==> src/rtl/prbs_pkg.sv <==
// Shared definitions for the PRBS9 burst controller: FSM state encoding and default seed.
package prbs_pkg;

  localparam logic [8:0] DEFAULT_SEED = 9'h1AA;

  typedef enum logic [1:0] {
    ST_IDLE = 2'd0,
    ST_SEED = 2'd1,
    ST_RUN  = 2'd2,
    ST_DONE = 2'd3
  } state_t;

endpackage

==> src/rtl/prbs9.sv <==
// PRBS9 generator, x^9+x^5+1, Fibonacci form; output is taken before the shift.
module prbs9 #(
  parameter logic [8:0] SEED = 9'h1AA
) (
  input  logic clk,
  input  logic rst,
  input  logic en,
  output logic dout
);

  logic [0:8] r;

  // Seed LSB lands in r[8], so the first nine outputs are the seed LSB-first.
  always_ff @(posedge clk) begin
    if (rst)
      r <= SEED;
    else if (en)
      r <= {r[8] ^ r[4], r[0:7]};
  end

  assign dout = r[8];

endmodule

==> src/rtl/prbs_burst_ctrl.sv <==
// Burst controller: emits burst_len PRBS9 bits, one every rate_div+1 clocks.
module prbs_burst_ctrl
  import prbs_pkg::*;
#(
  parameter logic [8:0] SEED  = DEFAULT_SEED,
  parameter int unsigned DIV_W = 8,
  parameter int unsigned LEN_W = 16
) (
  input  logic             clock,
  input  logic             i_reset,
  input  logic             i_start,
  input  logic             i_abort,
  input  logic [DIV_W-1:0] i_rate_div,
  input  logic [LEN_W-1:0] i_burst_len,
  output logic             o_bit,
  output logic             o_valid,
  output logic             o_busy,
  output logic             o_done
);

  localparam logic [LEN_W-1:0] LEN_ONE = LEN_W'(1);

  state_t           state, nxt;
  logic [DIV_W-1:0] div, rate;
  logic [LEN_W-1:0] cnt, len;
  logic             last;
  logic             prbs_rst;

  always_ff @(posedge clock) begin
    if (i_reset) begin
      state <= ST_IDLE;
      div   <= '0;
      cnt   <= '0;
      rate  <= '0;
      len   <= '0;
    end else begin
      state <= nxt;
      case (state)
        ST_IDLE: begin
          if (i_start) begin
            rate <= i_rate_div;
            len  <= i_burst_len;
          end
        end
        ST_SEED: begin
          div <= '0;
          cnt <= '0;
        end
        ST_RUN: begin
          if (o_valid) begin
            div <= '0;
            cnt <= cnt + LEN_ONE;
          end else begin
            div <= div + DIV_W'(1);
          end
        end
        default: ;
      endcase
    end
  end

  // Outputs depend only on registered state/counters, never on inputs.
  assign o_valid = (state == ST_RUN) && (div == rate);
  assign o_busy  = (state == ST_SEED) || (state == ST_RUN);
  assign o_done  = (state == ST_DONE);
  assign last    = (cnt == len - LEN_ONE);

  always_comb begin
    nxt = state;
    case (state)
      ST_IDLE: begin
        if (i_start)
          nxt = (i_burst_len == '0) ? ST_DONE : ST_SEED;
      end
      ST_SEED: nxt = i_abort ? ST_IDLE : ST_RUN;
      ST_RUN: begin
        if (i_abort)
          nxt = ST_IDLE;
        else if (o_valid && last)
          nxt = ST_DONE;
      end
      ST_DONE: nxt = ST_IDLE;
      default: nxt = ST_IDLE;
    endcase
  end

  assign prbs_rst = i_reset || (state == ST_SEED);

  prbs9 #(.SEED(SEED)) u_prbs9 (
    .clk  (clock),
    .rst  (prbs_rst),
    .en   (o_valid),
    .dout (o_bit)
  );

endmodule

==> config.mk <==
export PLATFORM = sky130hd
export DESIGN_NAME = prbs_burst_ctrl
export DESIGN_NICKNAME = d
export VERILOG_FILES = /design/src/rtl/prbs_pkg.sv /design/src/rtl/prbs9.sv /design/src/rtl/prbs_burst_ctrl.sv
export SDC_FILE = /design/constraint.sdc
export NUM_CORES = 1
export LEC_CHECK = 0
export CAP_MARGIN = 10
export CORE_UTILIZATION = 45
export DETAILED_ROUTE_END_ITERATION = 10
export PLACE_DENSITY = 0.68
export RECOVER_POWER = 50
export REMOVE_ABC_BUFFERS = 1
export SYNTH_ARGS = -nofsm -noshare
export SYNTH_HDL_FRONTEND = slang
export SYNTH_SLANG_ARGS = --single-unit
==> constraint.sdc <==
create_clock -name clock -period 3.3 [get_ports clock]
set_clock_uncertainty 0.05 [all_clocks]
set_input_delay 0.66 -clock clock [delete_from_list [all_inputs] [get_ports clock]]
set_output_delay 0.66 -clock clock [all_outputs]
set_load 0.02 [all_outputs]
==> summary.md <==
| Metric | Value |
|---|---|
| Register Area | `0.001181 mm^2` |
| PostCTS Resize Cnt | `0` |
| Max Cap Viol | `0` |
| CP max stage delay | `0.68 ns` |
| Layout area overhead | `18.92%` |
| Hold Crit Class | `reg -> reg` |
| Final Cycle Share | `0.8811` |
| WL per Instance | `~14 um` |
| Antenna Cells | `0` |
| Crit-path cells | `inv_1, ha_1, nand2_1, nor3_1, clkdlybuf4s50_1` |
| Initial Utilization | `0.4654` |
| Die area | `0.007365 mm^2` |
| CP Data Required Time | `approximately 2.6 ns` |
| Max_slew headroom | `0.1893` |
| Max clock buf depth | `2` |
| Warnings, synthesis | `0` |
| Crit-path slowest cell | `clkdlybuf4s50_1` |
| Vias in the first global route | `~2700` |
| Synth area leader | `dfxtp_1` |
| Hold_buf cts | `0` |
| Final #Nets | `roughly 470` |
| Post-Syn Area per Cell | `around 7.8 um^2` |
| Largest cells by area after synthesis | `dfxtp_1 (37%), nand2_1 (9.9%), a21oi_1 (6.3%), xnor2_1 (6.1%), xor2_1 (5.3%)` |
| Number of synthesized flops with an enable pin | `0` |
| CP max FO | `6` |
| Overflow after GRT | `0` |
| Share of layout cells above drive strength 1 | `0.06667` |
| Commonest register cell after synthesis | `dfxtp_1` |
| Starting DRT DRC Count | `about 150` |
| Final setup fails | `0` |
| Status | `finished, final reports clean` |
| Post-Place Cells | `roughly 520` |
| Worst slew pin tran | `1.215 ns` |
| Die X | `roughly 86 um` |
| Post-DRT Antenna Nets | `0` |
| Crit path DAT | `roughly 2.2 ns` |
| Non-filler cells, final | `between 500 and 600` |
| GRT busiest layer | `met2` |
| Fillcell total | `661` |
| Post-synthesis register bit count | `59` |
| FP Rows | `30` |
| Tmin final | `around 2.9 ns` |
| Post CTS Setup Buffer Count | `0` |
| M1 GR Usage | `0.2625` |
| Sequential cell area fraction in the yosys report | `0.3736` |
| Drt via density | `between 5 and 6` |
| Distinct cells, synth | `between 50 and 60` |
| Syn Inst Count | `404` |
| RD Place Congestion | `~0.90` |
| Final Hold Viols | `0` |
| VDD IR max | `~0.27 mV` |
| RSZ-0062 raised after global routing | `false` |
| Synth top area share | `0.3736` |
| Buf+Inv Stages, Crit Path | `2` |
| # DRC | `0` |
| Root Buffer Master | `clkbuf_8` |
| Hpwl dp | `about 5200 um` |
| Global Route Usage Sum | `0.2168` |
| Largest net degree at the start of global routing | `28` |
| Crit end category | `output port` |
| PwrDens | `roughly 490 mW/mm^2` |
| IO Port Bufs | `31` |
| Worst setup SP type | `flop` |
| DRT Pass-1 Iters | `5` |
| Placeable core area | `0.006794 mm^2` |
| Ys async rst share | `0` |
| H-tree level count | `3` |
| Top Family by Delay on Critical Path | `buffers and inverters` |
| Clock Sinks | `slightly below 60` |
| Global-route wire length before repair | `between 10000 and 15000 um` |
| Setup CP Type | `reg -> out` |
| Post-Syn Area | `0.003162 mm^2` |
| Top-count cell post-synth | `nand2_1` |
| Height of the die | `about 86 um` |
| Setup slack on the worst flop-to-flop path | `approximately 0.59 ns` |
| Max Clock Freq | `343.9 MHz` |
| Worst-path clk slew | `0.07 ns` |
| GR Layer Usage met3 | `0.06449` |
| TritonCTS clock tree | `built` |
| Setup TNS | `0 ns` |
| CTS Buf Count | `9` |
| Met2 Usage GRT | `0.3665` |
| I/O pin count | `32` |
| Clk_lat worst skew | `between 0.3 and 0.4 ns` |
| Antenna violations before repair | `0` |
| Top cells by count, synth | `nand2_1 (83), dfxtp_1 (59), a21oi_1 (40)` |
| Lkg Pwr | `between 1 and 1.5 nW` |
| Final slew viol count | `0` |
| Vias | `roughly 2800` |
| Multi-input logic area | `0.001868 mm^2` |
| Total wire length | `7354 um` |
[final cells by class]
class | count | area share
clock inverter | 4 | 0.01930
inverter | 7 | 0.006988
timing repair buffer | 35 | 0.08952
clock buffer | 12 | 0.04126
sequential | 59 | 0.3141
tap | 96 | 0.03195
multi-input combinational | 318 | 0.4968
[final timing paths]
kind                      from            to  cells past startpoint
setup / recovery      state[0]       o_valid                      5
hold / removal    u_prbs9.r[2]  u_prbs9.r[2]                      2
setup reg to reg        len[0]      state[1]                      9
hold reg to reg   u_prbs9.r[2]  u_prbs9.r[2]                      2
[flip-flops by register name, summed over array words and instances, names as in the netlist]
register   count
cnt           16
div            8
len           16
rate           8
state          2
u_prbs9.r      9
[layout by cell type (no fill, tap or decap), types with 8 or more instances in the layout]
master and instances:
nor3_1 9, nor2_1 36, a21oi_1 40, nand4_1 11
nor4_1 8, clkdlybuf4s50_1 29, nand3_1 16, clkbuf_8 11
ha_1 8, dfxtp_1 59, xnor2_1 22, nand2_1 83
xor2_1 19
[routing by layer]
| metal | vias up | wire length [um] |
|---|---|---|
| met4 | 0 | 123 |
| met1 | 1329 | 3522 |
| met3 | 10 | 296 |
| li1 | 1444 | - |
| met2 | 59 | 3412 |
| met5 | - | 0 |
[metrics by stage]
step / util / setup slack, ns / total power, mW / hold slack, ns / instance area (um^2)
floorplan: - / 0.8017 / 0.9881 / 0.3810 / 3075
global placement: 0.5204 / 0.6864 / 1.091 / 0.3892 / 3536
detailed placement: 0.5204 / 0.6014 / 1.094 / 0.3972 / 3536
CTS: 0.5540 / 0.3923 / 1.851 / 0.4052 / 3764
global route: 0.5534 / 0.2831 / 1.915 / 0.4134 / 3760
finish: 0.5534 / 0.3924 / 1.831 / 0.4005 / 3760
[worst reg2reg max path: stages, from the launching register on]
cell and delay [ns]:
dfxtp_1 0.37, inv_1 0.08, ha_1 0.24, or3b_4 0.44
nor4b_4 0.36, nand2_1 0.09, nor4_1 0.26, a31oi_1 0.08
o31ai_2 0.31, mux2_1 0.34
[logic make-up (layout without fill, tap and decap cells)]
kind of cell | Yosys count | in the layout | share of synthesized area
and+or+nand+nor | 194 | 194 | 0.3000
DFF | 59 | 59 | 0.3736
xor gates and xnor gates | 41 | 41 | 0.1136
buffers and inverters | 27 | 58 | 0.03562
AOI/OAI and AO/OA | 73 | 73 | 0.1389
adders and majority gates | 8 | 8 | 0.03166
muxes | 2 | 2 | 0.006727
[power breakdown]
part / switching [mW] / internal (mW)
Sequential: 0.0322 / 0.737
Clock: 0.284 / 0.465
Combinational: 0.170 / 0.143
No activity file was read; power rests on OpenSTA's default activity.
